### config.mk
export PLATFORM = sky130hd
export DESIGN_NAME = mem_bank_arbiter_flat
export DESIGN_NICKNAME = d
export VERILOG_FILES = /design/src/rtl/mem_bank_arbiter_if.sv /design/src/rtl/mem_bank_arbiter.sv /design/src/flat_wrapper.sv
export SDC_FILE = /design/constraint.sdc
export NUM_CORES = 1
export LEC_CHECK = 0
export ABC_AREA = 0
export BUFFER_PORTS_ARGS = -buffer_cell sky130_fd_sc_hd__buf_2
export CAP_MARGIN = 0
export CORE_ASPECT_RATIO = 1.4
export CORE_MARGIN = 2
export CORE_UTILIZATION = 49
export DETAILED_ROUTE_END_ITERATION = 8
export PLACE_DENSITY = 0.88
export SETUP_SLACK_MARGIN = 0.4
export SLEW_MARGIN = 20
export SYNTH_ARGS = -nofsm -noshare
export SYNTH_HDL_FRONTEND = slang
export SYNTH_SLANG_ARGS = --single-unit
### constraint.sdc
create_clock -name clk -period 4.5 [get_ports clk]
set_input_delay 0.675 -clock clk [delete_from_list [all_inputs] [get_ports clk]]
set_output_delay 0.675 -clock clk [all_outputs]
set_load 0.1 [all_outputs]
### src/rtl/mem_bank_arbiter_if.sv
// Requester and memory-bank bus for mem_bank_arbiter.
// Err0/Err1 exist only when MEM_ARB_WRAP_CHECK_EN is defined.
interface mem_bank_arbiter_if #(
    parameter int unsigned BURST_W = 4
);
    logic               req0;
    logic               req1;
    logic               wr0;
    logic               wr1;
    logic [7:0]         addr0;
    logic [7:0]         addr1;
    logic [BURST_W-1:0] len0;
    logic [BURST_W-1:0] len1;
    logic [7:0]         wdata0;
    logic [7:0]         wdata1;
    logic               gnt0;
    logic               gnt1;
    logic [7:0]         rdata0;
    logic [7:0]         rdata1;
    logic               rvalid0;
    logic               rvalid1;
    logic               done0;
    logic               done1;
    logic               busy;
    logic [7:0]         mem_address;
    logic [7:0]         mem_write_data;
    logic               mem_write;
    logic               mem_read;
    logic [7:0]         mem_read_data;
`ifdef MEM_ARB_WRAP_CHECK_EN
    logic               err0;
    logic               err1;
`endif

    modport slave (
        input  req0, req1, wr0, wr1, addr0, addr1, len0, len1, wdata0, wdata1, mem_read_data,
        output gnt0, gnt1, rdata0, rdata1, rvalid0, rvalid1, done0, done1, busy,
               mem_address, mem_write_data, mem_write, mem_read
`ifdef MEM_ARB_WRAP_CHECK_EN
        , output err0, err1
`endif
    );

    modport master (
        output req0, req1, wr0, wr1, addr0, addr1, len0, len1, wdata0, wdata1, mem_read_data,
        input  gnt0, gnt1, rdata0, rdata1, rvalid0, rvalid1, done0, done1, busy,
               mem_address, mem_write_data, mem_write, mem_read
`ifdef MEM_ARB_WRAP_CHECK_EN
        , input err0, err1
`endif
    );
endinterface

### src/rtl/mem_bank_arbiter.sv
// Two-requester round-robin arbiter and burst sequencer for one 256x8 memory bank.
// Optional MEM_ARB_WRAP_CHECK_EN rejects bursts that would wrap past address 255.
module mem_bank_arbiter #(
    parameter int unsigned BURST_W = 4
) (
    input logic                clk,
    input logic                rst,
    mem_bank_arbiter_if.slave  bus
);

    typedef enum logic [0:0] {StIdle, StAccess} state_e;

    state_e             state_q, state_d;
    logic               ptr_q;
    logic               owner_q;
    logic               wr_q;
    logic [7:0]         base_q;
    logic [BURST_W-1:0] len_q;
    logic [BURST_W-1:0] beat_q;
    logic [1:0]         rvalid_q;
    logic [1:0]         done_q;
    logic [7:0]         rdata0_q;
    logic [7:0]         rdata1_q;
`ifdef MEM_ARB_WRAP_CHECK_EN
    logic [1:0]         err_q;
`endif

    logic               any_req;
    logic               win;
    logic [7:0]         win_addr;
    logic [BURST_W-1:0] win_len;
    logic               win_wr;
    logic               reject;
    logic               last_beat;

    logic [1:0]         gnt_v;
    logic               busy;
    logic [7:0]         mem_address;
    logic [7:0]         mem_write_data;
    logic               mem_write;
    logic               mem_read;

    // Winner selection is only meaningful in StIdle.
    assign any_req   = bus.req0 | bus.req1;
    assign win       = (bus.req0 & bus.req1) ? ptr_q : bus.req1;
    assign win_addr  = win ? bus.addr1 : bus.addr0;
    assign win_len   = win ? bus.len1 : bus.len0;
    assign win_wr    = win ? bus.wr1 : bus.wr0;
    assign last_beat = (beat_q == len_q);

`ifdef MEM_ARB_WRAP_CHECK_EN
    assign reject = ({1'b0, win_addr} + 9'(win_len)) > 9'd255;
`else
    assign reject = 1'b0;
`endif

    always_ff @(posedge clk) begin
        if (rst) begin
            state_q <= StIdle;
        end else begin
            state_q <= state_d;
        end
    end

    always_comb begin
        state_d = state_q;
        unique case (state_q)
            StIdle: begin
                if (any_req && !reject) begin
                    state_d = StAccess;
                end
            end
            StAccess: begin
                if (last_beat) begin
                    state_d = StIdle;
                end
            end
            default: state_d = StIdle;
        endcase
    end

    always_comb begin
        gnt_v          = 2'b00;
        busy           = 1'b0;
        mem_address    = 8'h00;
        mem_write_data = 8'h00;
        mem_write      = 1'b0;
        mem_read       = 1'b0;
        unique case (state_q)
            StIdle: begin
            end
            StAccess: begin
                gnt_v[owner_q] = 1'b1;
                busy           = 1'b1;
                mem_address    = base_q + 8'(beat_q);
                mem_write      = wr_q;
                mem_read       = ~wr_q;
                if (wr_q) begin
                    mem_write_data = owner_q ? bus.wdata1 : bus.wdata0;
                end
            end
            default: begin
            end
        endcase
    end

    always_ff @(posedge clk) begin
        if (rst) begin
            ptr_q    <= 1'b0;
            owner_q  <= 1'b0;
            wr_q     <= 1'b0;
            base_q   <= 8'h00;
            len_q    <= '0;
            beat_q   <= '0;
            rvalid_q <= 2'b00;
            done_q   <= 2'b00;
            rdata0_q <= 8'h00;
            rdata1_q <= 8'h00;
`ifdef MEM_ARB_WRAP_CHECK_EN
            err_q    <= 2'b00;
`endif
        end else begin
            rvalid_q <= 2'b00;
            done_q   <= 2'b00;
`ifdef MEM_ARB_WRAP_CHECK_EN
            err_q    <= 2'b00;
`endif
            unique case (state_q)
                StIdle: begin
                    beat_q <= '0;
                    if (any_req) begin
                        owner_q <= win;
                        base_q  <= win_addr;
                        len_q   <= win_len;
                        wr_q    <= win_wr;
                        if (reject) begin
                            ptr_q <= ~win;
`ifdef MEM_ARB_WRAP_CHECK_EN
                            err_q[win] <= 1'b1;
`endif
                        end
                    end
                end
                StAccess: begin
                    if (!wr_q) begin
                        rvalid_q[owner_q] <= 1'b1;
                        if (owner_q) begin
                            rdata1_q <= bus.mem_read_data;
                        end else begin
                            rdata0_q <= bus.mem_read_data;
                        end
                    end
                    if (last_beat) begin
                        beat_q          <= '0;
                        done_q[owner_q] <= 1'b1;
                        ptr_q           <= ~owner_q;
                    end else begin
                        beat_q <= beat_q + 1'b1;
                    end
                end
                default: begin
                end
            endcase
        end
    end

    assign bus.gnt0           = gnt_v[0];
    assign bus.gnt1           = gnt_v[1];
    assign bus.busy           = busy;
    assign bus.mem_address    = mem_address;
    assign bus.mem_write_data = mem_write_data;
    assign bus.mem_write      = mem_write;
    assign bus.mem_read       = mem_read;
    assign bus.rvalid0        = rvalid_q[0];
    assign bus.rvalid1        = rvalid_q[1];
    assign bus.done0          = done_q[0];
    assign bus.done1          = done_q[1];
    assign bus.rdata0         = rdata0_q;
    assign bus.rdata1         = rdata1_q;
`ifdef MEM_ARB_WRAP_CHECK_EN
    assign bus.err0           = err_q[0];
    assign bus.err1           = err_q[1];
`endif

endmodule

### src/flat_wrapper.sv
// flat-port wrapper written by rule: the top's interface ports become plain ports
module mem_bank_arbiter_flat 
#(
    parameter int unsigned BURST_W = 4
)
  (clk, rst, bus_req0, bus_req1, bus_wr0, bus_wr1, bus_addr0, bus_addr1, bus_len0, bus_len1, bus_wdata0, bus_wdata1, bus_mem_read_data, bus_gnt0, bus_gnt1, bus_rdata0, bus_rdata1, bus_rvalid0, bus_rvalid1, bus_done0, bus_done1, bus_busy, bus_mem_address, bus_mem_write_data, bus_mem_write, bus_mem_read);
  mem_bank_arbiter_if #(.BURST_W(BURST_W)) bus_i ();
  input logic clk;
  input logic rst;
  input wire logic [$bits(bus_i.req0)-1:0] bus_req0;
  input wire logic [$bits(bus_i.req1)-1:0] bus_req1;
  input wire logic [$bits(bus_i.wr0)-1:0] bus_wr0;
  input wire logic [$bits(bus_i.wr1)-1:0] bus_wr1;
  input wire logic [$bits(bus_i.addr0)-1:0] bus_addr0;
  input wire logic [$bits(bus_i.addr1)-1:0] bus_addr1;
  input wire logic [$bits(bus_i.len0)-1:0] bus_len0;
  input wire logic [$bits(bus_i.len1)-1:0] bus_len1;
  input wire logic [$bits(bus_i.wdata0)-1:0] bus_wdata0;
  input wire logic [$bits(bus_i.wdata1)-1:0] bus_wdata1;
  input wire logic [$bits(bus_i.mem_read_data)-1:0] bus_mem_read_data;
  output wire logic [$bits(bus_i.gnt0)-1:0] bus_gnt0;
  output wire logic [$bits(bus_i.gnt1)-1:0] bus_gnt1;
  output wire logic [$bits(bus_i.rdata0)-1:0] bus_rdata0;
  output wire logic [$bits(bus_i.rdata1)-1:0] bus_rdata1;
  output wire logic [$bits(bus_i.rvalid0)-1:0] bus_rvalid0;
  output wire logic [$bits(bus_i.rvalid1)-1:0] bus_rvalid1;
  output wire logic [$bits(bus_i.done0)-1:0] bus_done0;
  output wire logic [$bits(bus_i.done1)-1:0] bus_done1;
  output wire logic [$bits(bus_i.busy)-1:0] bus_busy;
  output wire logic [$bits(bus_i.mem_address)-1:0] bus_mem_address;
  output wire logic [$bits(bus_i.mem_write_data)-1:0] bus_mem_write_data;
  output wire logic [$bits(bus_i.mem_write)-1:0] bus_mem_write;
  output wire logic [$bits(bus_i.mem_read)-1:0] bus_mem_read;
  assign bus_i.req0 = bus_req0;
  assign bus_i.req1 = bus_req1;
  assign bus_i.wr0 = bus_wr0;
  assign bus_i.wr1 = bus_wr1;
  assign bus_i.addr0 = bus_addr0;
  assign bus_i.addr1 = bus_addr1;
  assign bus_i.len0 = bus_len0;
  assign bus_i.len1 = bus_len1;
  assign bus_i.wdata0 = bus_wdata0;
  assign bus_i.wdata1 = bus_wdata1;
  assign bus_i.mem_read_data = bus_mem_read_data;
  assign bus_gnt0 = bus_i.gnt0;
  assign bus_gnt1 = bus_i.gnt1;
  assign bus_rdata0 = bus_i.rdata0;
  assign bus_rdata1 = bus_i.rdata1;
  assign bus_rvalid0 = bus_i.rvalid0;
  assign bus_rvalid1 = bus_i.rvalid1;
  assign bus_done0 = bus_i.done0;
  assign bus_done1 = bus_i.done1;
  assign bus_busy = bus_i.busy;
  assign bus_mem_address = bus_i.mem_address;
  assign bus_mem_write_data = bus_i.mem_write_data;
  assign bus_mem_write = bus_i.mem_write;
  assign bus_mem_read = bus_i.mem_read;
  mem_bank_arbiter #(.BURST_W(BURST_W)) u_core (.clk(clk), .rst(rst), .bus(bus_i));
endmodule
======== Word-level counts from Yosys, hierarchy flattened ========
Index checks and enable logic that the tools add are counted.
storage, ports and cells
  bits in registers ....................... 40
  word-level logic and storage cells ...... 51
  output and inout port bits .............. 41
operators by class
  multiplexer cells ....................... 21
  equality and inequality tests ........... 2
  bitwise operators ....................... 6
  magnitude comparators ................... 2
  reductions and logical operators ........ 7
  add/subtract/negate cells ............... 2
operators with widths
  operator                                                     number
  two-way mux 8 bit                                            5
  two-way mux 1 bit                                            10
  adder 8 x 4 -> 8 bit                                         1
  two-way mux 4 bit                                            2
  one-hot mux 4 bit (2 select lines)                           1
  AND reduction 3 bit                                          2
  OR reduction 3 bit                                           2
  adder 4 x 1 -> 4 bit (second input constant)                 1
  == test 4 bit                                                1
  NOT 1 bit                                                    4
  AND reduction 2 bit                                          2
  less-than comparator 1 x 2 -> 1 bit (second input constant)  1
  two-way mux 2 bit                                            1
  != test 2 bit (second input constant)                        1
  one-hot mux 1 bit (2 select lines)                           1
  bitwise AND 1 bit                                            1
  demux 1 bit (select 1 bit)                                   1
  >= comparator 1 bit (second input constant)                  1
  logical AND 1 bit                                            1
  bitwise OR 1 bit                                             1

======== Depth between registers and ports, before layout ========
Gate-level depths: netlist of the first run.
  depth in word-level cells ............... 5
  depth in mapped cells ................... 6
  mapped depth without buffers ............ 6

======== Worst setup path before layout of the first run ========
OpenSTA, ideal clock, no wires.
  path type ............................... reg2out
  from .................................... reg u_core.state_q
  to ...................................... out bus_mem_address[3]
  buffers on the path ..................... 0
  arrival ................................. 3.334 ns
  path slack .............................. 0.491 ns
  required time ........................... 3.825 ns
  cell stages (with the launch flop) ...... 3
  cell sequence ........................... dfxtp_1 -> inv_2 -> nor3_1
between the ends
  longest elaborated chain between the ends .. 1
ends and longest elaborated chain
  element                 line                    RTL
  start, declared         mem_bank_arbiter.sv:13  state_e state_q, state_d;
  start signal, assigned  mem_bank_arbiter.sv:59  state_q <= StIdle;
  start signal, assigned  mem_bank_arbiter.sv:61  state_q <= state_d;
  two-way mux 8 bit       mem_bank_arbiter.sv:89  unique case (state_q)
  end, declared           flat_wrapper.sv:30      output wire logic [$bits(bus_i.mem_address)-1:0] bus_mem_address;
Every way passes these cells.

======== Worst setup path after layout of the first run ========
  from .................................... reg u_core.beat_q[0]
  to ...................................... out bus_mem_address[6]
between the ends
  longest elaborated chain between the ends .. 2
ends and longest elaborated chain
  element                 line                     RTL
  start, declared         mem_bank_arbiter.sv:19   logic [BURST_W-1:0] beat_q;
  start signal, assigned  mem_bank_arbiter.sv:158  beat_q <= beat_q + 1'b1;
  adder 8 x 4 -> 8 bit    mem_bank_arbiter.sv:95   mem_address = base_q + 8'(beat_q);
  two-way mux 8 bit       mem_bank_arbiter.sv:89
Every way passes these cells.

==> results of run 1 <==
-- power breakdown --
| part | switching (uW) | leakage [uW] | internal (uW) |
|---|---|---|---|
| logic | 233 | 0.000880 | 82.4 |
| registers | 29.3 | 0.000328 | 380 |
| clock network | 126 | 0.0000784 | 277 |
-- cell type report --
type,count,area (um2)
clock buffer,5,68.82
fill,303,1289
clock inverter,3,90.09
timing repair buffer,95,478.0
inverter,5,18.77
sequential,40,800.8
tap,43,53.80
multi-input combinational,161,1086
-- cell families (layout without fill, tap and decap cells) --
kind of cell / count (synthesis) / count (layout) / share of synthesized area (%)
flops: 40 / 40 / 40.56
mux: 31 / 31 / 15.72
fa+ha+maj: 6 / 6 / 4.183
simple gates: 81 / 81 / 18.69
buf+inv: 16 / 108 / 4.436
xor+xnor: 8 / 8 / 3.549
compound gates: 35 / 35 / 12.86
-- cell usage in the layout, fill, tap and decap left out, types with 5 or more instances in the layout --
master    instances
a211oi_1         12
a21oi_1          11
buf_2            94
clkbuf_8          5
dfxtp_1          40
ha_1              5
mux2i_1          31
nand2_1          12
nand2b_1          5
nand3_1           9
nor2_1           43
xnor2_1           6
-- stage by stage --
step	util [%]	instances	area, um2	total power (uW)	hold slack (ns)
after floorplan	-	217	1974	669.4	0.4563
after global placement	62.74	344	2437	725.6	0.4420
after detailed placement	62.74	344	2437	733.7	0.4460
after CTS	66.83	352	2596	1137	0.4564
after global routing	66.83	352	2596	1169	0.4795
final	66.83	352	2596	1128	0.4542
-- routing by layer --
metal	wire (um)	up-vias	share of wire [%]
met4	93	0	2.0
li1	-	933	-
met1	1779	826	39
met3	267	9	5.8
met5	0	-	0
met2	2463	61	54
-- worst register-to-register path, cell delays in order (launching register included) --
cell     delay, ns
dfxtp_1       0.68
inv_2         0.22
nor3_4        0.49
mux2i_1       0.28
nor2_1        0.05
-- final timing paths --
kind / startpoint / to
worst min-delay path: u_core.bus.rdata1[7] / u_core.bus.rdata1[7]
worst min register to register: u_core.bus.rdata1[7] / u_core.bus.rdata1[7]
worst max register to register: u_core.state_q / u_core.bus.rdata0[6]
worst max-delay path: u_core.beat_q[0] / bus_mem_address[6]
-- registers in the layout, indices dropped and copies added, names as in the netlist, 2 cells and up --
register,flops
u_core.bus.rdata0,8
u_core.bus.rdata1,8
u_core.done_q,2
u_core.rvalid_q,2
u_core.len_q,4
u_core.base_q,8
u_core.beat_q,4
==> results.md, run 1 <==
- Status: complete, no violations
- Area of the mapped netlist: between 0.0015 and 0.002 mm2
- Tcrit/Tclk final: 68.95%
- CP endpoint kind: primary output
- Crit path required time: approximately 3.8 ns
- Via/cell ratio: just over 5
- Clk root buf: clkbuf_8
- # IOs: 95
- Row Count: 27
- Reg-to-reg slack, setup: 2.64 ns
- Reg clk slew, reported paths: about 0.070 ns
- Global route overflow: 0
- Antenna Nets Post-Route: 0
- TritonCTS Buffers: 5
- Share of the synthesized area in the top cell type: about 41%
- Clock sink total: 40
- # diodes: 0
- Clock skew: roughly 0.006 ns
- DRC: 0
- Post-synth top area cell: dfxtp_1
- Pre-antenna DRT Iters: 4
- Met1 usage: about 20%
- Gr busiest metal: met2
- Worst Path Max Fanout: 5
- DIE AREA: 0.004560 mm2
- Port Buffers: 94
- Dpl ws: 1.718 ns
- CTS tree: built
- Smallest setup slack after layout: 1.397 ns
- Pwr per Cell Area: roughly 430 mW/mm2
- Worst path max stage delay: around 0.44 ns
- Count leader, synth: nor2_1
- Placer Congestion: between 0.7 and 0.8
- CP top delay family: adder cells
- Avg Cell Area, Syn: between 9 and 10 um2
- Initial Util: between 50% and 60%
- Via count: about 1800
- Slew Limit Fails: 0
- Worst-skew pair later-pin latency: approximately 0.30 ns
- Layout cells sized above 1: a little over a third
- LEAKAGE: 0.001286 uW
- GRT Overall Usage: around 20%
- Max Cap Viol: 0
- CP Cell Sequence: ha_1 -> fa_1 -> a21o_1 -> a21oi_1 -> o21ai_0 -> a21oi_1 -> buf_2
- Post-synthesis sequential area ratio: 40.56%
- Post-DR wirelength/cell: between 10 and 15 um
- Dominant synthesized flop cell: dfxtp_1
- Maximum vdd drop: 0.3556 mV
- Clk buf depth: 2
- Fmax: approximately 320 MHz
- Post-synth net total: 277
- Die W: between 50 and 60 um
- Top cells by area, synth: dfxtp_1, mux2i_1, nor2_1
- Min-Delay Path Class: reg -> reg
- Core area: slightly below 0.004 mm2
- Hold-fix buffers at CTS: 0
- Worst setup SP type: register
- YS warnings: 0
- Crit-path most repeated cell: a21oi_1
- FFs w/ async S/R, synth: 0%
- Final #Nets: 368
- HPWL Detailed: approximately 3.5 mm
- Yosys reg bits: 40
- Post_cts resized: 0
- Max-slew headroom: 29.21%
- WP data arrival: approximately 2.4 ns
- Vias in the first global route: 1704
- Setup violations, final: 0
- Met3 Resource Use GR: between 5 and 6%
- Syn Inst Count: roughly 220
- Pin count of the biggest net entering global routing: 36
- Measured slew at the worst slew-check pin: roughly 1.1 ns
- Post-synth EDFFs: 0
- Setup CP Type: reg -> out
- Setup TNS: 0 ns
- Worst hold stages: 2
- Initial antenna violation count: 0
- CP Buf/Inv Count: 1
- Worst path slowest cell: buf_2
- RSZ-0062 raised after global routing: false
- Synth cell types: 34
- Min Tclk post-route: 3.103 ns
- CP Depth: 7
- Setup bufs post-CTS: 0
- Final WL: approximately 4.6 mm
- Met2 global-route usage: 38.75%
- Top cells by count, synth: nor2_1, dfxtp_1, mux2i_1
- First-pass GRT wire length: ~7.3 mm
- Hold Vio Cnt, Final: 0
- Layout area overhead: 31.50%
- # H-tree levels: 2
- Height of the die: ~80 um
- Initial DRC Count: 55
- Path depth of the worst reg2reg path: 4
(Power assumes the default switching activity.)
==> run 2, diff against run 1 <==
--- a/config.mk
+++ b/config.mk
@@ -5,14 +5,14 @@
 export SDC_FILE = /design/constraint.sdc
 export NUM_CORES = 1
 export LEC_CHECK = 0
-export ABC_AREA = 0
+export ABC_AREA = 1
 export BUFFER_PORTS_ARGS = -buffer_cell sky130_fd_sc_hd__buf_2
 export CAP_MARGIN = 0
 export CORE_ASPECT_RATIO = 1.4
 export CORE_MARGIN = 2
-export CORE_UTILIZATION = 49
+export CORE_UTILIZATION = 42
 export DETAILED_ROUTE_END_ITERATION = 8
-export PLACE_DENSITY = 0.88
+export PLACE_DENSITY = 0.8
 export SETUP_SLACK_MARGIN = 0.4
 export SLEW_MARGIN = 20
 export SYNTH_ARGS = -nofsm -noshare
==> constraint.sdc (replaced) <==
create_clock -name clk -period 2.58 [get_ports clk]
set_input_delay 0.387 -clock clk [delete_from_list [all_inputs] [get_ports clk]]
set_output_delay 0.387 -clock clk [all_outputs]
set_load 0.1 [all_outputs]
==> run 2 against run 1 <==
Power rose by 110%. Clock skew is 0.00062 ns lower. Highest routed layer unchanged. Clock power rose by 64%. Critical endpoint unchanged. Synthesized cell count grew 36%.
==> results.md, run 2 <==
- Final #Nets: 448
- Pin count of the biggest net entering global routing: 25
- Pwr per Cell Area: between 700 and 800 mW/mm2
- Placer Congestion: 0.7240
- Pre-antenna DRT Iters: 4
- CTS tree: built
- Core area: between 0.004 and 0.005 mm2
- CP endpoint kind: primary output
- Post-synth top area cell: dfxtp_1
- Clock skew: roughly 0.0054 ns
- WP data arrival: ~1.8 ns
- Area of the mapped netlist: 0.001993 mm2
- Final Instance Area: 0.002978 mm2
- Met2 global-route usage: between 30% and 40%
- DRC: 0
- Count leader, synth: nand2_1
- Synth cell types: 26
- Global route overflow: 0
- Avg Cell Area, Syn: 6.756 um2
- Min-Delay Path Class: in -> reg
- Post-synthesis sequential area ratio: between 40 and 50%
- Met3 Resource Use GR: 5.118%
- Worst Path Max Fanout: 3
- Layout cells sized above 1: about two fifths
- Tcrit/Tclk final: 85.05%
- Antenna Nets Post-Route: 0
- Max Cap Viol: 0
- RSZ-0062 raised after global routing: true
- Yosys reg bits: 40
- Initial antenna violation count: 0
- Post-synth EDFFs: 0
- Worst-skew pair later-pin latency: slightly below 0.3 ns
- Setup CP Type: reg -> out
- Post-DR wirelength/cell: about 11 um
- Setup TNS: 0 ns
- Min Tclk post-route: 2.194 ns
- Maximum vdd drop: about 0.43 mV
- Initial DRC Count: roughly 80
- Final WL: 5.149 mm
- Clk root buf: clkbuf_8
- Placed inst area: 0.002640 mm2
- Initial Util: between 40 and 50%
- Status: complete, no violations
- Hold Vio Cnt, Final: 0
- Measured slew at the worst slew-check pin: just under 0.5 ns
- Worst setup SP type: register
- Port Buffers: 94
- Die W: between 60 and 70 um
- Layout area overhead: 49.40%
- HPWL Detailed: 3.881 mm
- Share of the synthesized area in the top cell type: 40.18%
- Most common cell after layout, fill and taps aside: buf_2
- Fmax: 455.7 MHz
- Top cells by area, synth: dfxtp_1, nand2_1, nor2_1
- First-pass GRT wire length: about 8.9 mm
- Row Count: 29
- Crit path required time: approximately 2.2 ns
- Via/cell ratio: slightly below 5
- Clock sink total: 40
- Height of the die: between 80 and 90 um
- Most frequent cells in the layout: buf_2, nand2_1, nor2_1
- TritonCTS Buffers: 5
- Clk buf depth: 2
- GRT Overall Usage: 20.44%
- YS warnings: 0
- Vias in the first global route: 2084
- Dominant synthesized flop cell: dfxtp_1
- Reg clk slew, reported paths: roughly 0.08 ns
- Max-slew headroom: 66.87%
- Gr busiest metal: met2
- DIE AREA: between 0.005 and 0.006 mm2
- LEAKAGE: roughly 0.0014 uW
- FFs w/ async S/R, synth: 0%
- Met1 usage: 22.26%
- # H-tree levels: 2
- Top cells by count, synth: nand2_1, nor2_1, dfxtp_1
- Setup violations, final: 0
- Syn Inst Count: between 200 and 300
- Post-synth net total: roughly 360
- Slew Limit Fails: 0
- Filler Cells Inserted: 397
- Via count: 2166
- # IOs: 95
- # diodes: 0
- Hold slack final: 0.3200 ns
- Hold-fix buffers at CTS: 0
## run 2: final timing paths
path / start / end / slack [ns] / cells past startpoint
setup reg to reg: u_core.state_q / u_core.base_q[2] / 1.20 / 6
hold / removal: bus_addr0[1] / u_core.base_q[1] / 0.32 / 3
hold reg to reg: u_core.bus.rdata1[0] / u_core.bus.rdata1[0] / 0.47 / 2
setup / recovery: u_core.beat_q[0] / bus_mem_address[6] / 0.39 / 9
## run 2: kinds of logic (layout without fill, tap and decap cells)
group / Yosys count / in the layout / share of synthesized area [%]
AND/OR/NAND/NOR: 158 / 158 / 32.52
buffers and inverters: 35 / 129 / 7.595
XOR/XNOR: 4 / 4 / 1.758
flip-flops: 40 / 40 / 40.18
AO/OA/AOI/OAI: 52 / 52 / 13.81
adder cells (fa/ha/maj): 6 / 6 / 4.143
## run 2: layer usage
metal | vias to the layer above | wire, um | share of wire (%)
met1 | 959 | 2076 | 40
met2 | 70 | 2689 | 52
met3 | 8 | 296 | 5.7
met5 | - | 0 | 0
li1 | 1129 | - | -
met4 | 0 | 87 | 1.7
## run 2: final cells by class
type | instances | area, um2 | area share (%)
repair buffers | 96 | 559.3 | 18.78
flip-flops and latches | 40 | 815.8 | 27.39
inverters | 25 | 97.59 | 3.277
clock buffers | 6 | 93.84 | 3.151
multi-input cells | 220 | 1274 | 42.77
well taps | 62 | 77.57 | 2.605
clock inverters | 2 | 60.06 | 2.017
## run 2: where the power goes
group | internal (uW) | switching [uW] | total, uW
logic | 218 | 737 | 955
registers | 691 | 67.3 | 758
clock network | 445 | 217 | 662
## run 2: worst max-delay path, stage by stage, from the launching register on
cell and delay [ns]:
dfxtp_4 0.35, ha_4 0.16, fa_2 0.36, nand2_2 0.11, nand2_4 0.06, nand3_4 0.09
nor2_4 0.06, nor2_4 0.10, nor2_4 0.05, buf_12 0.16
## run 2: per-stage QoR
stage,std cells,power (uW),setup slack (ns),utilization (%)
after global routing,451,2503,0.3008,65.66
final,451,2375,0.3856,65.66
after floorplan,295,1517,0.3510,-
after detailed placement,442,1676,0.3239,58.21
after CTS,451,2373,0.3492,63.81
after global placement,442,1663,0.3680,58.21
## run 2: what timing repair did
action / 4_1_cts / 5_1_grt
pin swaps: 5 / 6
buffers inserted: 1 / 0
endpoints found under the setup margin: 7 / 13
gates resized for setup: 24 / 23
endpoints found under the hold margin: 0 / 0
==> run 3, diff against run 2 <==
==> constraint.sdc (replaced) <==
create_clock -name clk -period 2.58 [get_ports clk]
set_input_delay 0.387 -clock clk [delete_from_list [all_inputs] [get_ports clk]]
set_output_delay 0.387 -clock clk [all_outputs]
set_load 0.05 [all_outputs]
==> run 3 against run 2 <==
Hold slack got worse by 0.0079 ns. Flip-flop and latch count did not move. Power decreased by 17%. Die area is the same. Largest power group is now sequential cells. Global-route usage decreased by 0.44 points. Sequential share of layout area is 2.2 points higher. Worst setup slack gained 0.038 ns. Via count increased by 0.18%. Critical endpoint unchanged. Routed wire length decreased by 0.72%. Critical path depth fell by 1. Maximum frequency grew 1.8%.
==> results.md, run 3 (synthesis results as in run 2) <==
- Global route overflow: 0
- Psw: roughly 750 uW
- Min Tclk post-route: 2.156 ns
- Via count: around 2200
- Seq pwr share: between 30% and 40%
- Post-DR wirelength/cell: approximately 11 um
- Final #Nets: roughly 450
- Clock sink total: 40
- Row Count: 29
- Critical Path Start: u_core.beat_q[0]
- Metal3 WL: 310 um
- CTS tree: built
- Crit path required time: between 2 and 2.5 ns
- Setup CP Type: reg -> out
- Clk root buf: clkbuf_8
- Height of the die: ~86 um
- Initial Util: 43.94%
- DRC: 0
- GRT Overall Usage: 20.00%
- Worst Path Max Fanout: 3
- Pin count of the biggest net entering global routing: 25
- Measured slew at the worst slew-check pin: between 0.4 and 0.5 ns
- Layout cells sized above 1: between 30% and 40%
- Slew Limit Fails: 0
- Final WL: about 5.1 mm
- CP endpoint kind: primary output
- Hold slack final: 0.3121 ns
- Filler Cells Inserted: between 400 and 500
- WP data arrival: ~1.8 ns
- Die W: ~62 um
- Placer Congestion: between 0.8 and 0.9
- First-pass GRT wire length: around 8.7 mm
- TritonCTS Buffers: 5
- Setup violations, final: 0
- Status: complete, no violations
- Int Power: 1227 uW
- Max-slew headroom: about two thirds
- RSZ-0062 raised after global routing: true
- Hold Vio Cnt, Final: 0
- Worst reg2reg startpoint: u_core.owner_q
- Via/cell ratio: roughly 4.8
- Initial antenna violation count: 0
- Pwr per Cell Area: 721.1 mW/mm2
- DIE AREA: between 0.005 and 0.006 mm2
- # H-tree levels: 2
- Sw frac: between 30% and 40%
- Port Buffers: 94
- Clock network fraction of design power: ~28%
- Logic pwr share: between 30% and 40%
- Length of routed met2 wiring: about 2.7 mm
- Core area: approximately 0.0045 mm2
- Antenna Nets Post-Route: 0
- Hold path start: bus_addr0[6]
- Layout area overhead: 37.29%
- Clock skew: approximately 0.0023 ns
- # diodes: 0
- Fmax: 463.7 MHz
- M1 WL: slightly below 2 mm
- Reg clk slew, reported paths: 0.07 ns
- Max Cap Viol: 0
- Worst setup SP type: register
- Min-Delay Path Class: in -> reg
- Most frequent cells in the layout: buf_2, nand2_1, nor2_1
- Worst-skew pair later-pin latency: ~0.29 ns
- # IOs: 95
- HPWL Detailed: about 3.9 mm
- Initial DRC Count: 82
- Most common cell after layout, fill and taps aside: buf_2
- LEAKAGE: 0.001388 uW
- Vias in the first global route: about 2100
- Setup TNS: 0 ns
- Maximum vdd drop: roughly 0.4 mV
- Tcrit/Tclk final: between 80 and 90%
- Pre-antenna DRT Iters: 4
- DR top layer: met4
- Clk buf depth: 2
## run 3: cell count changes in the layout (fill, tap and decap cells not counted), sizes merged
| cell | change |
|---|---|
| clkbuf | -1 |
| buf | +2 |
| bufinv | -1 |
## run 3: power by group through the flow
stage / sequential [uW] / combinational (uW) / clock, uW
floorplan: 857 / 391 / 0
global placement: 760 / 631 / 0
detailed placement: 764 / 640 / 0
CTS: 751 / 649 / 567
global route: 770 / 728 / 601
finish: 757 / 665 / 551
## run 3: repair_timing
action | in CTS | in global routing
gates resized for setup | 13 | 16
endpoints found under the setup margin | 5 | 7
hold buffers | 0 | 0
buffers inserted | 0 | 1
pin swaps | 1 | 4
## run 3: routing by layer
layer  track usage [%]  vias to the layer above
met2             39.23                       75
met3             4.462                        8
met4             9.293                        0
met1             19.80                      961
li1                  -                     1126
met5                 0                        -
## run 3: area by class of cell
type                       count  area, um2  area share (%)
clock buffer                   7      96.34           3.521
clock inverter                 1      30.03           1.097
inverter                      25      97.59           3.567
multi-input combinational    220       1112           40.65
sequential                    40      809.5           29.58
tap                           62      77.57           2.835
timing repair buffer          96      513.0           18.75
## run 3: worst max-delay path, cell delays in order (launching register included)
cell and delay (ns):
dfxtp_4 0.36, ha_4 0.16, fa_2 0.38, nand2_2 0.08
nand2_2 0.07, nand3_4 0.07, o21ai_2 0.06, nor2_2 0.13
buf_6 0.16
## run 3: through the flow
stage	total power (uW)	cell area [um2]	instances	setup slack (ns)	utilization, %
global placement	1390	2496	442	0.4755	55.03
floorplan	1248	1998	295	0.1128	-
detailed placement	1403	2496	442	0.4254	55.03
CTS	1968	2655	450	0.3894	58.54
finish	1973	2736	451	0.4235	60.33
global route	2100	2736	451	0.3375	60.33
## run 3: final timing paths
kind	to	slack [ns]	cells past startpoint
worst max register to register	u_core.bus.rdata0[4]	1.17	6
worst min-delay path	u_core.base_q[6]	0.31	3
worst max-delay path	bus_mem_address[6]	0.42	8
worst min register to register	u_core.bus.rdata1[5]	0.46	2
